--- src/rtl/mem_stage_if.sv ---
// Data-bus bundle between the MEM stage (master) and the memory or bus fabric (slave).
// Handshake: the master raises bus_req_o with addr/sel/we/wdata stable and holds all of them
// until a cycle where bus_ack_i is high; that edge completes the transfer and rdata is taken then.
interface mem_stage_if;
  logic        bus_req_o;
  logic        bus_we_o;
  logic [31:0] bus_addr_o;
  logic [3:0]  bus_sel_o;
  logic [31:0] bus_wdata_o;
  logic [31:0] bus_rdata_i;
  logic        bus_ack_i;

  modport master (
    output bus_req_o,
    output bus_we_o,
    output bus_addr_o,
    output bus_sel_o,
    output bus_wdata_o,
    input  bus_rdata_i,
    input  bus_ack_i
  );

  modport slave (
    input  bus_req_o,
    input  bus_we_o,
    input  bus_addr_o,
    input  bus_sel_o,
    input  bus_wdata_o,
    output bus_rdata_i,
    output bus_ack_i
  );
endinterface

--- src/rtl/mem_stage.sv ---
// MIPS MEM stage with MEM/WB register: big-endian byte/half/word loads and stores over a
// req/ack bus, alignment and timeout exceptions, and a stall request while an access is open.
module mem_stage #(
  parameter int TO_CYCLES = 255
) (
  input  logic        clk,
  input  logic        rst,
  input  logic        valid_i,
  input  logic [7:0]  aluop_i,
  input  logic [4:0]  wd_i,
  input  logic        wreg_i,
  input  logic [31:0] wdata_i,
  input  logic [31:0] mem_addr_i,
  input  logic [31:0] mem_data_i,
  mem_stage_if.master bus,
  output logic        stall_req_o,
  output logic [4:0]  wd_o,
  output logic        wreg_o,
  output logic [31:0] wdata_o,
  output logic        exc_o,
  output logic [1:0]  exc_code_o,
  output logic        dbg_state_o
);

  localparam logic [7:0] OP_LB  = 8'b1110_0000;
  localparam logic [7:0] OP_LH  = 8'b1110_0001;
  localparam logic [7:0] OP_LW  = 8'b1110_0011;
  localparam logic [7:0] OP_LBU = 8'b1110_0100;
  localparam logic [7:0] OP_LHU = 8'b1110_0101;
  localparam logic [7:0] OP_SB  = 8'b1110_1000;
  localparam logic [7:0] OP_SH  = 8'b1110_1001;
  localparam logic [7:0] OP_SW  = 8'b1110_1011;

  localparam int CNT_W = (TO_CYCLES > 1) ? $clog2(TO_CYCLES) : 1;
  localparam logic [CNT_W-1:0] CNT_LAST = CNT_W'(TO_CYCLES - 1);

  typedef enum logic {
    IDLE = 1'b0,
    BUSY = 1'b1
  } state_e;

  state_e           state_q, state_d;
  logic [CNT_W-1:0] cnt_q, cnt_d;
  logic [7:0]       op_q, op_d;
  logic [1:0]       off_q, off_d;
  logic             bus_req_q, bus_req_d;
  logic             bus_we_q, bus_we_d;
  logic [31:0]      bus_addr_q, bus_addr_d;
  logic [3:0]       bus_sel_q, bus_sel_d;
  logic [31:0]      bus_wdata_q, bus_wdata_d;
  logic [4:0]       wd_q, wd_d;
  logic             wreg_q, wreg_d;
  logic [31:0]      wdata_q, wdata_d;
  logic             exc_q, exc_d;
  logic [1:0]       exc_code_q, exc_code_d;

  logic in_is_load, in_is_store, in_is_mem, in_misaligned;

  function automatic logic op_is_load(input logic [7:0] op);
    return (op == OP_LB) || (op == OP_LBU) || (op == OP_LH) ||
           (op == OP_LHU) || (op == OP_LW);
  endfunction

  function automatic logic op_is_store(input logic [7:0] op);
    return (op == OP_SB) || (op == OP_SH) || (op == OP_SW);
  endfunction

  function automatic logic [3:0] lane_sel(input logic [7:0] op, input logic [1:0] off);
    logic [3:0] sel;
    sel = 4'b1111;
    case (op)
      OP_LB, OP_LBU, OP_SB: sel = 4'b1000 >> off;
      OP_LH, OP_LHU, OP_SH: sel = off[1] ? 4'b0011 : 4'b1100;
      default:              sel = 4'b1111;
    endcase
    return sel;
  endfunction

  function automatic logic [31:0] store_lanes(input logic [7:0] op, input logic [31:0] d);
    logic [31:0] w;
    w = d;
    case (op)
      OP_SB:   w = {4{d[7:0]}};
      OP_SH:   w = {2{d[15:0]}};
      default: w = d;
    endcase
    return w;
  endfunction

  // Lane 0 (off==00) is bits 31:24: big-endian byte numbering within the word.
  function automatic logic [31:0] load_extract(input logic [7:0] op, input logic [1:0] off,
                                               input logic [31:0] r);
    logic [7:0]  b;
    logic [15:0] h;
    logic [31:0] v;
    case (off)
      2'd0:    b = r[31:24];
      2'd1:    b = r[23:16];
      2'd2:    b = r[15:8];
      default: b = r[7:0];
    endcase
    h = off[1] ? r[15:0] : r[31:16];
    case (op)
      OP_LB:   v = {{24{b[7]}}, b};
      OP_LBU:  v = {24'h0, b};
      OP_LH:   v = {{16{h[15]}}, h};
      OP_LHU:  v = {16'h0, h};
      default: v = r;
    endcase
    return v;
  endfunction

  always_comb begin
    in_is_load    = op_is_load(aluop_i);
    in_is_store   = op_is_store(aluop_i);
    in_is_mem     = in_is_load || in_is_store;
    in_misaligned = 1'b0;
    case (aluop_i)
      OP_LH, OP_LHU, OP_SH: in_misaligned = mem_addr_i[0];
      OP_LW, OP_SW:         in_misaligned = |mem_addr_i[1:0];
      default:              in_misaligned = 1'b0;
    endcase
  end

  always_comb begin
    state_d     = state_q;
    cnt_d       = cnt_q;
    op_d        = op_q;
    off_d       = off_q;
    bus_req_d   = bus_req_q;
    bus_we_d    = bus_we_q;
    bus_addr_d  = bus_addr_q;
    bus_sel_d   = bus_sel_q;
    bus_wdata_d = bus_wdata_q;
    wd_d        = wd_q;
    wreg_d      = wreg_q;
    wdata_d     = wdata_q;
    exc_d       = 1'b0;
    exc_code_d  = 2'b00;
    stall_req_o = 1'b0;

    case (state_q)
      IDLE: begin
        cnt_d = '0;
        if (valid_i && in_is_mem) begin
          wreg_d = 1'b0;
          if (in_misaligned) begin
            exc_d      = 1'b1;
            exc_code_d = in_is_load ? 2'b01 : 2'b10;
          end else begin
            stall_req_o = 1'b1;
            state_d     = BUSY;
            bus_req_d   = 1'b1;
            bus_we_d    = in_is_store;
            bus_addr_d  = {mem_addr_i[31:2], 2'b00};
            bus_sel_d   = lane_sel(aluop_i, mem_addr_i[1:0]);
            bus_wdata_d = store_lanes(aluop_i, mem_data_i);
            op_d        = aluop_i;
            off_d       = mem_addr_i[1:0];
          end
        end else begin
          wd_d    = wd_i;
          wreg_d  = wreg_i & valid_i;
          wdata_d = wdata_i;
        end
      end

      BUSY: begin
        wreg_d = 1'b0;
        cnt_d  = cnt_q + CNT_W'(1);
        // Ack is checked first so that an ack in the final timeout cycle still completes.
        if (bus.bus_ack_i) begin
          state_d   = IDLE;
          cnt_d     = '0;
          bus_req_d = 1'b0;
          bus_we_d  = 1'b0;
          bus_sel_d = 4'b0000;
          if (op_is_load(op_q)) begin
            wd_d    = wd_i;
            wreg_d  = wreg_i;
            wdata_d = load_extract(op_q, off_q, bus.bus_rdata_i);
          end
        end else if (cnt_q == CNT_LAST) begin
          state_d    = IDLE;
          cnt_d      = '0;
          bus_req_d  = 1'b0;
          bus_we_d   = 1'b0;
          bus_sel_d  = 4'b0000;
          exc_d      = 1'b1;
          exc_code_d = 2'b11;
        end else begin
          stall_req_o = 1'b1;
        end
      end

      default: state_d = IDLE;
    endcase
  end

  always_ff @(posedge clk) begin
    if (!rst) begin
      state_q     <= IDLE;
      cnt_q       <= '0;
      op_q        <= '0;
      off_q       <= '0;
      bus_req_q   <= 1'b0;
      bus_we_q    <= 1'b0;
      bus_addr_q  <= '0;
      bus_sel_q   <= '0;
      bus_wdata_q <= '0;
      wd_q        <= '0;
      wreg_q      <= 1'b0;
      wdata_q     <= '0;
      exc_q       <= 1'b0;
      exc_code_q  <= '0;
    end else begin
      state_q     <= state_d;
      cnt_q       <= cnt_d;
      op_q        <= op_d;
      off_q       <= off_d;
      bus_req_q   <= bus_req_d;
      bus_we_q    <= bus_we_d;
      bus_addr_q  <= bus_addr_d;
      bus_sel_q   <= bus_sel_d;
      bus_wdata_q <= bus_wdata_d;
      wd_q        <= wd_d;
      wreg_q      <= wreg_d;
      wdata_q     <= wdata_d;
      exc_q       <= exc_d;
      exc_code_q  <= exc_code_d;
    end
  end

  assign bus.bus_req_o   = bus_req_q;
  assign bus.bus_we_o    = bus_we_q;
  assign bus.bus_addr_o  = bus_addr_q;
  assign bus.bus_sel_o   = bus_sel_q;
  assign bus.bus_wdata_o = bus_wdata_q;
  assign wd_o            = wd_q;
  assign wreg_o          = wreg_q;
  assign wdata_o         = wdata_q;
  assign exc_o           = exc_q;
  assign exc_code_o      = exc_code_q;
  assign dbg_state_o     = state_q;

endmodule
--- src/flat_wrapper.sv ---
// flat-port wrapper written by rule: the top's interface ports become plain ports
module mem_stage_flat 
#(
  parameter int TO_CYCLES = 255
)
  (clk, rst, valid_i, aluop_i, wd_i, wreg_i, wdata_i, mem_addr_i, mem_data_i, stall_req_o, wd_o, wreg_o, wdata_o, exc_o, exc_code_o, dbg_state_o, bus_bus_req_o, bus_bus_we_o, bus_bus_addr_o, bus_bus_sel_o, bus_bus_wdata_o, bus_bus_rdata_i, bus_bus_ack_i);
  mem_stage_if bus_i ();
  input  logic clk;
  input  logic rst;
  input  logic valid_i;
  input  logic [7:0] aluop_i;
  input  logic [4:0] wd_i;
  input  logic wreg_i;
  input  logic [31:0] wdata_i;
  input  logic [31:0] mem_addr_i;
  input  logic [31:0] mem_data_i;
  output logic stall_req_o;
  output logic [4:0] wd_o;
  output logic wreg_o;
  output logic [31:0] wdata_o;
  output logic exc_o;
  output logic [1:0] exc_code_o;
  output logic dbg_state_o;
  output wire logic [$bits(bus_i.bus_req_o)-1:0] bus_bus_req_o;
  output wire logic [$bits(bus_i.bus_we_o)-1:0] bus_bus_we_o;
  output wire logic [$bits(bus_i.bus_addr_o)-1:0] bus_bus_addr_o;
  output wire logic [$bits(bus_i.bus_sel_o)-1:0] bus_bus_sel_o;
  output wire logic [$bits(bus_i.bus_wdata_o)-1:0] bus_bus_wdata_o;
  input wire logic [$bits(bus_i.bus_rdata_i)-1:0] bus_bus_rdata_i;
  input wire logic [$bits(bus_i.bus_ack_i)-1:0] bus_bus_ack_i;
  assign bus_bus_req_o = bus_i.bus_req_o;
  assign bus_bus_we_o = bus_i.bus_we_o;
  assign bus_bus_addr_o = bus_i.bus_addr_o;
  assign bus_bus_sel_o = bus_i.bus_sel_o;
  assign bus_bus_wdata_o = bus_i.bus_wdata_o;
  assign bus_i.bus_rdata_i = bus_bus_rdata_i;
  assign bus_i.bus_ack_i = bus_bus_ack_i;
  mem_stage #(.TO_CYCLES(TO_CYCLES)) u_core (.clk(clk), .rst(rst), .valid_i(valid_i), .aluop_i(aluop_i), .wd_i(wd_i), .wreg_i(wreg_i), .wdata_i(wdata_i), .mem_addr_i(mem_addr_i), .mem_data_i(mem_data_i), .bus(bus_i), .stall_req_o(stall_req_o), .wd_o(wd_o), .wreg_o(wreg_o), .wdata_o(wdata_o), .exc_o(exc_o), .exc_code_o(exc_code_o), .dbg_state_o(dbg_state_o));
endmodule
--- config.mk ---
export PLATFORM = sky130hd
export DESIGN_NAME = mem_stage_flat
export DESIGN_NICKNAME = d
export VERILOG_FILES = /design/src/rtl/mem_stage_if.sv /design/src/rtl/mem_stage.sv /design/src/flat_wrapper.sv
export SDC_FILE = /design/constraint.sdc
export NUM_CORES = 1
export LEC_CHECK = 0
export CAP_MARGIN = 10
export CORE_AREA = 2 2 118 120
export CTS_CLUSTER_DIAMETER = 50
export CTS_CLUSTER_SIZE = 20
export DETAILED_ROUTE_END_ITERATION = 12
export DIE_AREA = 0 0 120 122
export HOLD_SLACK_MARGIN = 0.15
export PLACE_DENSITY_LB_ADDON = 0.12
export SLEW_MARGIN = 20
export SYNTH_ARGS = -nofsm -noshare
export SYNTH_HDL_FRONTEND = slang
export SYNTH_SLANG_ARGS = --single-unit
--- constraint.sdc ---
create_clock -name clk -period 3.2 [get_ports clk]
set_input_delay 0.48 -clock clk [delete_from_list [all_inputs] [get_ports clk]]
set_output_delay 0.48 -clock clk [all_outputs]
set_load 0.05 [all_outputs]
### Yosys cells after proc, flatten, opt, wreduce, memory -nomap -nowiden

Index checks and enable logic that the tools add are counted.

* register bits after elaboration: 128
* output and inout port bits: 113

* $add $sub $neg: 1
* eq/ne operators: 22
* shift-type cells: 1
* muxes and demuxes: 51
* bitwise operators: 3
* reduce and logical (&&, ||, !) cells: 20

Operators by type and width (count)
* 32-bit case mux with 2 select lines: 2
* 32-bit case mux with 4 select lines: 1
* 8-bit equality test, second input constant: 14
* 32-bit two-way mux: 3
* 8-bit case mux with 3 select lines: 1
* 4-bit two-way mux: 5
* 1-bit two-way mux: 17
* 16-bit two-way mux: 1
* 8-bit two-way mux: 2
* 4-bit case mux with 2 select lines: 2
* 8-bit case mux with 2 select lines: 1
* 5-bit two-way mux: 3
* 1-bit case mux with 2 select lines: 6
* 1-bit logical OR: 11
* 2-bit two-way mux: 5
* 5-bit case mux with 2 select lines: 1
* 3-bit AND reduction: 3
* 8-bit by 1-bit adder with 8-bit output, second input constant: 1
* 2-bit inequality test, second input constant: 4
* 3-bit OR reduction: 2
* 2-bit case mux with 2 select lines: 1
* 2-bit OR reduction: 2
* 4-bit by 2-bit right shift with 4-bit output, first input constant: 1
* 3-bit inequality test, second input constant: 1
* other kinds (7): 8

### Logic depth before layout (Yosys ltp)

* depth after elaboration: 9
* mapped depth: 8
* mapped depth without buffers: 6

### Worst setup path after synthesis

Ideal clock, no wire load.

* path kind: input-to-output
* from: input aluop_i[3]
* to: output stall_req_o
* arrival: 1.906 ns
* slack: 0.814 ns
* stages on the path: 6
* buffers on the path: 2
* cell sequence: buf_2 a21o_1 a2111oi_4 a21bo_2 buf_2 nand2_1

* word-level cells in the longest chain between the ends: 9

Ends and longest elaborated chain
* start: declaration: line flat_wrapper.sv:11 `input logic [7:0] aluop_i;`
* branches (longest 7 deep; another with 8-bit equality test)
* 1-bit two-way mux (*): line mem_stage.sv:145 `if (valid_i && in_is_mem) begin`
* 1-bit case mux with 2 select lines (*): line mem_stage.sv:142 `case (state_q)`
* end: declaration: line flat_wrapper.sv:17 `output logic stall_req_o;`

Mark *: on every way between the ends.

### Final worst setup path

* from: input aluop_i[0]
* to: output stall_req_o

The elaborated chain is that of the path after synthesis.

==> flow_summary.ini <==
[clocking]
post_cts.repair.setup_buffers = 0
htreeDepth = 4
cts_resized = 0
clk_path_buf_depth = 2
cts_num_sinks = 128
clk_latency_ns = 0.41
hold_buffers = 0
clk_pin_slew_ns = 0.06
numCtsBuffers = 17
cts_tree = yes
clock-root-buffer = clkbuf_16

[run]
maxCapViolations = 0

[synthesis]
synth_top_cell_area_share = 0.414
yosys-top-cells-area = dfxtp_1, nand2_1, mux2i_1, a21boi_0, o21ai_0
ys_ff_latch = 128
synth_sequential_area_ratio = 0.414
synth-edff-count = 0
syn_inst = 715
synth.avg_cell_area_sq_um = 8.66
ys_async_sr_fraction = 0
synth_warnings = 0
yosys.area.top_type = dfxtp_1
synth-main-ff-cell = dfxtp_1
syn-cell-area_sq_um = 6190
synth.distinct_cells = 59

[critical_path]
crit_chain = clkdlybuf4s50_1 -> nand2b_4 -> a2111oi_4 -> a21bo_2 -> nand2_1 -> buf_12
end_kind = output pin
crit_slowest_cell = clkdlybuf4s50_1
r2r_end = u_core.wdata_o[6]$_SDFFE_PN0P_
critPathMaxStageDelay_ns = 0.72
cp-startpoint = aluop_i[0]
rr_worst_depth = 6
cp.arrival_ns = 2.29
cp-start-kind = input pin
path_max_fanout = 8
cp-endpoint = stall_req_o
rr_startpoint = u_core.op_q[4]$_SDFFE_PN0P_
crit_type = in -> out
required_ns = 2.72
r2r_slack_ns = 1.10

[layout]
final_nets = 1093
finalNonFillerCells = 1138
drive_gt1_frac = 0.0741
final_area_sq_um = 9470
syn2layout_area_growth_pct = 53.1
n_antenna_cell = 0

[die]
fp.dieW_um = 120
ioPinCount = 259
placementRows = 43
dieArea_sq_um = 14600
start_util = 0.458
core_sq_um = 13500
fp.dieH_um = 122

[sta]
fin_tns_setup_ns = 0
clock-skew-final_ns = 0.00613
setup_viol = 0
slew_headroom = 0.503
period_share = 0.866
tightest_slew_ns = 0.746
final-hold-violation-count = 0
post-route-min-period_ns = 2.77
fin_ws_ns = 0.430
slew_viol_final = 0
rsz0062_at_grt = no
fmax_ghz = 0.361

[grt]
grt_pass1_wl_um = 30500
grtUsageTotal = 0.261
antenna_found_initial = 0
overflow = 0
grt_pass1_vias = 6211
grt_max_degree = 85

[placement]
gp_routability_congestion = 0.884
io_buffers = 256
placed_cells = 1106
hpwlAfterDp_um = 13800
post_dp_cell_area_sq_um = 8840
dpl_worst_slack_ns = 0.345

[hold_path]
min_path_cells = 2
hp-class = reg -> reg
hp-start = u_core.bus.bus_wdata_o[28]$_SDFFE_PN0P_

[routing]
num_vias = 6274
routed_wl_um = 19300
drtAntennaViolNets = 0
route.detailed.drc = 0
drt_first_pass_iters = 5
via_per_inst = 5.51
wl_per_cell_um = 17.0
drt-initial-drc-count = 478

[power_and_ir_drop]
power_density_nw_per_um2 = 455
power_mw = 4.31
ir_drop_mv = 0.597
leakagePower_nw = 3.54

[status]
status = complete, no violations
report_power, final:
part | switching (mW) | leakage, nW | internal (mW)
registers | 0.0206 | 1.04 | 1.63
clock network | 0.726 | 0.309 | 1.35
logic | 0.295 | 2.19 | 0.288
worst max-delay path: cells and delay by family:
kind | cells | cell delay, ns
compound gates | 2 | 0.69
simple gates | 2 | 0.24
buf+inv | 2 | 0.87
synth_stat cells (14+ instances only):
master,instances
nor2_1,15
o21ai_0,40
o22ai_1,14
clkbuf_1,29
nor2b_1,23
o211ai_1,17
nand2_1,148
buf_2,24
a21boi_0,45
dfxtp_1,128
o211a_1,17
a31oi_1,24
mux2i_1,34
a21oi_1,18
nand2b_1,25
worst min-delay path by stage:
stage	to
2_1_floorplan	u_core.op_q[5]$_SDFFE_PN0P_
3_3_place_gp	u_core.bus.bus_wdata_o[25]$_SDFFE_PN0P_
3_5_place_dp	u_core.bus.bus_wdata_o[28]$_SDFFE_PN0P_
4_1_cts	u_core.bus.bus_wdata_o[28]$_SDFFE_PN0P_
5_1_grt	u_core.bus.bus_wdata_o[25]$_SDFFE_PN0P_
6_report	u_core.bus.bus_wdata_o[28]$_SDFFE_PN0P_
kinds of logic after synthesis:
family	share of synthesized area
compound gates	0.276
xor+xnor	0.00849
fa+ha+maj	0.00404
buf+inv	0.0540
flops	0.414
mux	0.0550
other cells	0.000606
simple gates	0.188
cell usage in the layout, fill, tap and decap left out, types with 5 or more instances in the layout:
| cell type | instances |
|---|---|
| clkdlybuf4s50_1 | 254 |
| buf_4 | 19 |
| o21a_1 | 5 |
| a21oi_1 | 18 |
| clkbuf_16 | 17 |
| a31oi_1 | 24 |
| nor2b_1 | 23 |
| nand3_1 | 9 |
| mux2i_1 | 34 |
| a221o_1 | 5 |
| o31ai_1 | 6 |
| nand2_1 | 148 |
| o21ai_0 | 40 |
| a21boi_1 | 8 |
| nand2b_1 | 25 |
| dfxtp_1 | 127 |
| xor2_1 | 5 |
| a32o_1 | 5 |
| nor2_1 | 15 |
| a221oi_1 | 7 |
| a21boi_0 | 45 |
| o211a_1 | 17 |
| o22ai_1 | 14 |
| o211ai_1 | 17 |
final cells by class:
class / count / area (sq um)
clock buffers: 19 / 453
clock inverters: 13 / 185
fillers: 1087 / 4030
inverters: 4 / 15.0
multi-input cells: 519 / 3310
flip-flops and latches: 128 / 2560
well taps: 180 / 225
repair buffers: 275 / 2730
registers in the layout, summed over array words and instances, names as in the netlist:
name	flops
u_core.bus.bus_wdata_o	32
u_core.wdata_o	32
u_core.bus.bus_addr_o	30
u_core.cnt_q	8
u_core.op_q	8
u_core.wd_o	5
u_core.bus.bus_sel_o	4
u_core.exc_code_o	2
u_core.off_q	2
u_core.bus.bus_req_o	1
u_core.bus.bus_we_o	1
u_core.dbg_state_o	1
u_core.exc_o	1
u_core.wreg_o	1
stage by stage:
stage	hold slack, ns	utilization
after CTS	0.453	0.702
after floorplan	0.440	-
after detailed placement	0.448	0.654
final	0.450	0.702
after global placement	0.444	0.654
after global routing	0.480	0.702
per-layer routing:
metal	track usage	vias up	wire length [um]
li1	-	2998	-
met1	0.294	2987	7430
met2	0.445	251	9600
met3	0.105	38	1800
met4	0.0993	0	496
met5	0	-	0
(Power assumes the default switching activity.)
